==> src/rtl/instr_encoder_pkg.sv <==
// Shared types and field-packing helpers for the RV32I instruction encoder.
// The put_*_imm helpers return instr[31:7] with only the immediate bits placed.
package instr_encoder_pkg;

  typedef enum logic [4:0] {
    OPC_LOAD     = 5'b00000,
    OPC_MISC_MEM = 5'b00011,
    OPC_OPIMM    = 5'b00100,
    OPC_AUIPC    = 5'b00101,
    OPC_STORE    = 5'b01000,
    OPC_OP       = 5'b01100,
    OPC_LUI      = 5'b01101,
    OPC_BRANCH   = 5'b11000,
    OPC_JALR     = 5'b11001,
    OPC_JAL      = 5'b11011,
    OPC_SYSTEM   = 5'b11100
  } opcodes_t;

  typedef enum logic [2:0] {
    FMT_R   = 3'd0,
    FMT_I   = 3'd1,
    FMT_S   = 3'd2,
    FMT_B   = 3'd3,
    FMT_U   = 3'd4,
    FMT_J   = 3'd5,
    FMT_BAD = 3'd6
  } instr_fmt_t;

  localparam logic [31:0] NOP_INSTR = 32'h00000013;

  function automatic instr_fmt_t get_fmt(input opcodes_t op);
    case (op)
      OPC_OP:                         get_fmt = FMT_R;
      OPC_OPIMM, OPC_LOAD, OPC_JALR:  get_fmt = FMT_I;
      OPC_STORE:                      get_fmt = FMT_S;
      OPC_BRANCH:                     get_fmt = FMT_B;
      OPC_LUI, OPC_AUIPC:             get_fmt = FMT_U;
      OPC_JAL:                        get_fmt = FMT_J;
      default:                        get_fmt = FMT_BAD;
    endcase
  endfunction

  function automatic logic [24:0] put_I_imm(input logic [11:0] imm);
    put_I_imm = {imm, 13'd0};
  endfunction

  function automatic logic [24:0] put_S_imm(input logic [11:0] imm);
    put_S_imm = {imm[11:5], 13'd0, imm[4:0]};
  endfunction

  function automatic logic [24:0] put_B_imm(input logic [12:1] imm);
    put_B_imm = {imm[12], imm[10:5], 13'd0, imm[4:1], imm[11]};
  endfunction

  function automatic logic [24:0] put_U_imm(input logic [31:12] imm);
    put_U_imm = {imm, 5'd0};
  endfunction

  function automatic logic [24:0] put_J_imm(input logic [20:1] imm);
    put_J_imm = {imm[20], imm[10:1], imm[11], imm[19:12], 5'd0};
  endfunction

endpackage

==> src/rtl/instr_enc_fifo.sv <==
// Small synchronous FIFO for encoded words; when empty the output shows the
// most recently popped entry so the consumer-facing data holds its last value.
module instr_enc_fifo #(
  parameter int DEPTH = 4,
  parameter int W     = 42
) (
  input  logic                       clk,
  input  logic                       rst,
  input  logic                       push,
  input  logic [W-1:0]               din,
  input  logic                       pop,
  output logic [W-1:0]               dout,
  output logic [$clog2(DEPTH):0]     count,
  output logic                       empty
);
  localparam int PW = $clog2(DEPTH);

  logic [W-1:0]  mem [DEPTH];
  logic [PW-1:0] wr_ptr;
  logic [PW-1:0] rd_ptr;

  always_ff @(posedge clk or posedge rst) begin
    if (rst) begin
      wr_ptr <= '0;
      rd_ptr <= '0;
      count  <= '0;
      for (int i = 0; i < DEPTH; i++) mem[i] <= '0;
    end else begin
      if (push) begin
        mem[wr_ptr] <= din;
        wr_ptr      <= wr_ptr + PW'(1);
      end
      if (pop) rd_ptr <= rd_ptr + PW'(1);
      case ({push, pop})
        2'b10:   count <= count + (PW+1)'(1);
        2'b01:   count <= count - (PW+1)'(1);
        default: count <= count;
      endcase
    end
  end

  assign empty = (count == '0);
  assign dout  = empty ? mem[rd_ptr - PW'(1)] : mem[rd_ptr];

endmodule

==> src/rtl/instr_encoder.sv <==
// Streaming RV32I encoder: descriptor register, combinational pack, output FIFO.
// Optional immediate range checking is enabled with INSTR_ENC_RANGE_CHECK_EN.
module instr_encoder
  import instr_encoder_pkg::*;
#(
  parameter int DEPTH  = 4,
  parameter int ADDR_W = 10
) (
  input  logic              clk,
  input  logic              rst,
  input  logic              in_valid,
  output logic              in_ready,
  input  logic [4:0]        in_op,
  input  logic [4:0]        in_rd,
  input  logic [4:0]        in_rs1,
  input  logic [4:0]        in_rs2,
  input  logic [2:0]        in_funct3,
  input  logic              in_alt,
  input  logic [31:0]       in_imm,
  input  logic              addr_clr,
  output logic              out_valid,
  input  logic              out_ready,
  output logic [31:0]       out_instr,
  output logic [ADDR_W-1:0] out_addr,
  output logic              err
);
  localparam int CW = $clog2(DEPTH) + 1;
  localparam logic [CW-1:0] FULL_CNT = CW'(DEPTH);

  logic              stage_valid;
  logic [4:0]        stage_op, stage_rd, stage_rs1, stage_rs2;
  logic [2:0]        stage_f3;
  logic              stage_alt;
  logic [31:0]       stage_imm;
  logic [ADDR_W-1:0] addr_cnt;
  logic [ADDR_W-1:0] push_addr;
  logic [31:0]       enc;
  logic [31:0]       push_instr;
  logic              is_shift;
  instr_fmt_t        fmt;
  logic [CW-1:0]     fifo_count;
  logic              fifo_empty;
  logic              pop;
  logic              advance;

  assign pop      = out_valid && out_ready;
  assign advance  = stage_valid && ((fifo_count != FULL_CNT) || pop);
  assign in_ready = !rst && (!stage_valid || advance);

  always_ff @(posedge clk or posedge rst) begin
    if (rst) begin
      stage_valid <= 1'b0;
      stage_op    <= 5'd0;
      stage_rd    <= 5'd0;
      stage_rs1   <= 5'd0;
      stage_rs2   <= 5'd0;
      stage_f3    <= 3'd0;
      stage_alt   <= 1'b0;
      stage_imm   <= 32'd0;
    end else if (in_valid && in_ready) begin
      stage_valid <= 1'b1;
      stage_op    <= in_op;
      stage_rd    <= in_rd;
      stage_rs1   <= in_rs1;
      stage_rs2   <= in_rs2;
      stage_f3    <= in_funct3;
      stage_alt   <= in_alt;
      stage_imm   <= in_imm;
    end else if (advance) begin
      stage_valid <= 1'b0;
    end else begin
      stage_valid <= stage_valid;
    end
  end

  // SLLI/SRLI/SRAI carry funct7 in the upper immediate bits
  assign fmt      = get_fmt(opcodes_t'(stage_op));
  assign is_shift = (stage_op == OPC_OPIMM) && (stage_f3[1:0] == 2'b01);

  always_comb begin
    enc = NOP_INSTR;
    case (fmt)
      FMT_R: enc = {1'b0, stage_alt, 5'd0, stage_rs2, stage_rs1, stage_f3, stage_rd, stage_op, 2'b11};
      FMT_I: begin
        if (is_shift) begin
          enc = {1'b0, stage_alt, 5'd0, stage_imm[4:0], stage_rs1, stage_f3, stage_rd, stage_op, 2'b11};
        end else begin
          enc = {put_I_imm(stage_imm[11:0]) | {12'd0, stage_rs1, stage_f3, stage_rd}, stage_op, 2'b11};
        end
      end
      FMT_S: enc = {put_S_imm(stage_imm[11:0]) | {7'd0, stage_rs2, stage_rs1, stage_f3, 5'd0}, stage_op, 2'b11};
      FMT_B: enc = {put_B_imm(stage_imm[12:1]) | {7'd0, stage_rs2, stage_rs1, stage_f3, 5'd0}, stage_op, 2'b11};
      FMT_U: enc = {put_U_imm(stage_imm[31:12]) | {20'd0, stage_rd}, stage_op, 2'b11};
      FMT_J: enc = {put_J_imm(stage_imm[20:1]) | {20'd0, stage_rd}, stage_op, 2'b11};
      default: enc = NOP_INSTR;
    endcase
  end

`ifdef INSTR_ENC_RANGE_CHECK_EN
  logic viol;
  logic err_r;

  always_comb begin
    viol = 1'b0;
    case (fmt)
      FMT_R:   viol = 1'b0;
      FMT_I:   viol = is_shift ? (stage_imm[31:5] != 27'd0)
                               : !((&stage_imm[31:11]) || !(|stage_imm[31:11]));
      FMT_S:   viol = !((&stage_imm[31:11]) || !(|stage_imm[31:11]));
      FMT_B:   viol = !((&stage_imm[31:12]) || !(|stage_imm[31:12])) || stage_imm[0];
      FMT_U:   viol = (stage_imm[11:0] != 12'd0);
      FMT_J:   viol = !((&stage_imm[31:20]) || !(|stage_imm[31:20])) || stage_imm[0];
      default: viol = 1'b1;
    endcase
  end

  assign push_instr = viol ? NOP_INSTR : enc;

  // A fresh violation wins over a same-cycle clear so it is never lost
  always_ff @(posedge clk or posedge rst) begin
    if (rst) begin
      err_r <= 1'b0;
    end else if (advance && viol) begin
      err_r <= 1'b1;
    end else if (addr_clr) begin
      err_r <= 1'b0;
    end else begin
      err_r <= err_r;
    end
  end

  assign err = err_r;
`else
  assign push_instr = enc;
  assign err        = 1'b0;
`endif

  assign push_addr = addr_clr ? '0 : addr_cnt;

  always_ff @(posedge clk or posedge rst) begin
    if (rst) begin
      addr_cnt <= '0;
    end else if (addr_clr) begin
      addr_cnt <= advance ? ADDR_W'(1) : '0;
    end else if (advance) begin
      addr_cnt <= addr_cnt + ADDR_W'(1);
    end else begin
      addr_cnt <= addr_cnt;
    end
  end

  instr_enc_fifo #(
    .DEPTH (DEPTH),
    .W     (32 + ADDR_W)
  ) u_fifo (
    .clk   (clk),
    .rst   (rst),
    .push  (advance),
    .din   ({push_instr, push_addr}),
    .pop   (pop),
    .dout  ({out_instr, out_addr}),
    .count (fifo_count),
    .empty (fifo_empty)
  );

  assign out_valid = !fifo_empty;

endmodule

==> config.mk <==
export PLATFORM = sky130hd
export DESIGN_NAME = instr_encoder
export DESIGN_NICKNAME = d
export VERILOG_FILES = /design/src/rtl/instr_encoder_pkg.sv /design/src/rtl/instr_enc_fifo.sv /design/src/rtl/instr_encoder.sv
export SDC_FILE = /design/constraint.sdc
export NUM_CORES = 1
export LEC_CHECK = 0
export ABC_AREA = 1
export ABC_CLOCK_PERIOD_IN_PS = 10500
export CAP_MARGIN = 0
export CELL_PAD_IN_SITES_DETAIL_PLACEMENT = 0
export CELL_PAD_IN_SITES_GLOBAL_PLACEMENT = 1
export CORE_MARGIN = 8
export CORE_UTILIZATION = 43
export DETAILED_ROUTE_END_ITERATION = 10
export GPL_TIMING_DRIVEN = 0
export PLACE_DENSITY = 0.87
export SLEW_MARGIN = 15
export SYNTH_ARGS = -nofsm -noshare
export SYNTH_HDL_FRONTEND = slang
export SYNTH_SLANG_ARGS = --single-unit
==> constraint.sdc <==
create_clock -name clk -period 10.5 [get_ports clk]
set_clock_uncertainty 0.15 [all_clocks]
set_input_delay 1.575 -clock clk [delete_from_list [all_inputs] [get_ports clk]]
set_output_delay 1.575 -clock clk [all_outputs]
set_load 0.01 [all_outputs]
==> impl_results.md <==
- Post-detailed-routing wire length: 43.1 mm
- Hold Violations, Final: 0
- Starting density of the core: 0.437
- Iteration count of the initial detailed-routing pass: 6
- Minimum period implied by the final worst setup slack: 5110 ps
- Clock transition at the registers of the reported paths: 60 ps
- Vias in the first global route: 12000
- Finished Layout Cells: 2168
- RD Place Congestion: 0.895
- Setup slack of the worst register-to-register path: 7540 ps
- Maximum number of pins on one net before global-route repair: 98
- CTS tree: done
- Fraction of final layout cells with drive strength greater than 1: 0.0936
- Floorplan die width: 187 µm
- Busiest layer in global routing: met2
- Async set-or-reset flop fraction in the synthesized netlist: 1.00
- Total placed cells including tap cells: 2116
- Post-CTS Setup Inserts: 0
- Unrepaired setup endpoints after global routing: false
- Fin nets: 1830
- Number of cells on the worst hold path: 2
- R2R cell count: 10
- Count of yosys warnings during synthesis: 0
- Setup TNS: 0 ps
- Global-route track usage on met2: 0.384
- CTS HTree Levels: 1
- Worst r2r dst: u_fifo.count[2]
- Cell count after synthesis: 1626
- CP endpoint kind: output port
- Clock tree sinks: 238
- Number of port buffers: 104
- Number of slew-limit violations in the final report: 0
- Initial antenna violation count: 1
- Global-route wire length before repair: 67.7 mm
- Number of rows created at floorplan: 62
- Worst-path maximum fanout: 10
- Crit-path max cell delay: 640 ps
- HPWL Detailed: 29.7 mm
- Count of cells resized by post-cts repair: 0
- Cell Area, Synth: 12500 µm²
- Buffer cell driving the clock tree root: clkbuf_16
- Cell at the slowest stage of the critical path: clkdlybuf4s50_1
- Count of hold buffers inserted by post-cts repair: 0
- Skew-Pair Late Insertion Delay: 550 ps
- RR Startpoint: u_fifo.count[0]
- Share of the core filled with cells: 0.527
- Portion of the clock cycle consumed by the worst path in the final layout: 0.487
- Leak: 7.16 nW
- Number of enable-type register cells in the synthesized netlist: 0
- Startpoint type of the worst setup path: register
- Number of filler cells placed in the layout: 2741
- Worst min-delay path category: register to register
- Worst supply voltage drop on vdd: 0.161 mV
- Worst path top cell family by delay: buffers and inverters
- M3 GR Usage: 0.0595
- HP Start: u_fifo.mem[61]
- Area taken by multi-input logic gates: 5620 µm²
- Number of nets with antenna violations after detailed routing: 0
- DRC errors left: 0
- Final setup violating endpoints: 0
- Core Box Area: 28700 µm²
- FF+latch area: 5960 µm²
- Max_cap viols: 0
- Maximum root-to-sink buffer count: 3
- Peak Freq: 0.196 GHz
- Floorplan die height: 187 µm
- Wire per inst: 19.9 µm
- Number of nets in the synthesized netlist: 1694
- Worst-Margin Slew: 860 ps
- WP buf/inv: 5
- Average cell area after synthesis: 7.71 µm²
- Seq/Total Area, Yosys: 0.475
- Met1 track utilization from global routing: 0.320
- CP Cell Sequence: buf_2 > inv_1 > nor2_2 > inv_2 > clkbuf_1 > a21oi_1 > o21ai_0 > clkdlybuf4s50_1
- Power density of the placed cells: 304 nW/µm²
- Post-layout power: 4.60 mW
- Outcome: finished, final reports clean
- Tot GR Track Use: 0.241
- CTS buffer count: 28
- DR iter-0 viols: 1368
- Number of register bits inferred by synthesis: 238
- Arrival time at the worst endpoint: 3390 ps
- Endpoint required time on the critical path: 8780 ps
- Area grow syn2layout: 20.7%
- Total die area: 34900 µm²
- Crit path kind: register to output port
- Library cells used by synthesis: 41
- Main synth FF type: dfrtp_1
- Terminating pin of the worst hold path: u_fifo.mem[61]
- Final worst hold slack: 328 ps
- Number of vias in the routed layout: 12100
- Residual overflow from global routing: 0
- Total inserted antenna cells: 0
- Post-DR vias/cell: 5.57
- I/O pin count: 106
- Worst slew margin relative to its limit: 0.426
[stage by stage]
| stage | worst slack [ps] | cell area [µm²] |
|---|---|---|
| after floorplan | 1860 | 12500 |
| after global placement | -1250 | 14100 |
| after detailed placement | 5430 | 14100 |
| after CTS | 5420 | 15100 |
| after global routing | 5210 | 15100 |
| final | 5390 | 15100 |
[placed cells by master (no fill, tap or decap), types with 27 or more instances in the layout]
cell type | synthesis | final
o22ai_1 | 43 | 43
o21ai_0 | 163 | 163
clkbuf_1 | 53 | 58
dfrtp_1 | 238 | 238
clkbuf_16 | 0 | 29
mux2_2 | 40 | 40
a21oi_1 | 105 | 105
nand3_1 | 33 | 33
nand2_1 | 582 | 582
clkdlybuf4s50_1 | 0 | 104
nor2_1 | 82 | 82
inv_1 | 122 | 121
buf_2 | 27 | 27
[cell type report]
type | instances | share of cell area
tap | 384 | 0.0318
timing repair buffer | 106 | 0.0725
clock inverter | 10 | 0.0105
multi-input combinational | 1160 | 0.372
inverter | 128 | 0.0326
clock buffer | 42 | 0.0565
buffer | 100 | 0.0307
sequential | 238 | 0.394
[power by group]
group / internal, mW / switching, mW / total [mW]
Combinational: 0.808 / 1.36 / 2.17
Clock: 0.659 / 0.403 / 1.06
Sequential: 1.20 / 0.181 / 1.38
[per-layer routing]
layer | vias up | part of all wire
li1 | 5571 | -
met1 | 5805 | 0.43
met2 | 600 | 0.46
met3 | 87 | 0.091
met4 | 2 | 0.026
met5 | - | 0.00026
[cell families (layout without fill, tap and decap cells)]
family | after synthesis | in the layout | synth area share
xor gates and xnor gates | 6 | 6 | 0.00419
muxes | 40 | 40 | 0.0359
AOI/OAI and AO/OA | 370 | 370 | 0.164
adders and majority gates | 7 | 7 | 0.00759
other | 1 | 1 | 0.000299
buffers and inverters | 228 | 386 | 0.0758
DFF | 238 | 238 | 0.475
and+or+nand+nor | 736 | 736 | 0.237
[worst min-delay path, delay by kind of cell, from the launching register on]
kind / cells / cell delay, ps
flip-flops: 1 / 340
AND/OR/NAND/NOR: 2 / 100
[worst max path at each step]
| stage | cells past startpoint | endpoint | startpoint | slack (ps) |
|---|---|---|---|---|
| 6_report | 8 | out_instr[6] | u_fifo.rd_ptr[1] | 5390 |
| 5_1_grt | 7 | out_instr[30] | u_fifo.count[0] | 5210 |
| 4_1_cts | 5 | in_ready | rst | 5420 |
| 3_5_place_dp | 5 | in_ready | rst | 5430 |
| 3_3_place_gp | 5 | in_ready | rst | -1250 |
| 2_1_floorplan | 3 | in_ready | rst | 1860 |
[Yosys cell counts (5+ instances only)]
cell        n  area [µm²]
dfrtp_1   238        5960
ha_1        6        75.1
a32o_1      8        80.1
o21ai_1     8        40.0
nor3_1      5        25.0
o22ai_1    43         269
nand2_1   582        2180
a32oi_1     8        70.1
a21oi_1   105         526
buf_2      27         135
a31oi_1    13        81.3
o21ai_2     5        43.8
o211ai_1    6        45.0
nand3_1    33         165
nand4_1     6        37.5
buf_1       7        26.3
inv_1     122         458
buf_4       8        60.1
nor2_1     82         308
o21ai_0   163         816
a22oi_1     6        45.0
nand3_2    11         110
clkbuf_1   53         199
mux2_2     40         450
[sequential cells by signal, indices dropped and copies added, names as in the netlist]
signal / count
addr_cnt: 10
stage_alt: 1
stage_f3: 3
stage_imm: 32
stage_op: 5
stage_rd: 5
stage_rs1: 5
stage_rs2: 5
stage_valid: 1
u_fifo.count: 3
u_fifo.mem: 164
u_fifo.rd_ptr: 2
u_fifo.wr_ptr: 2
(Power assumes the default switching activity.)
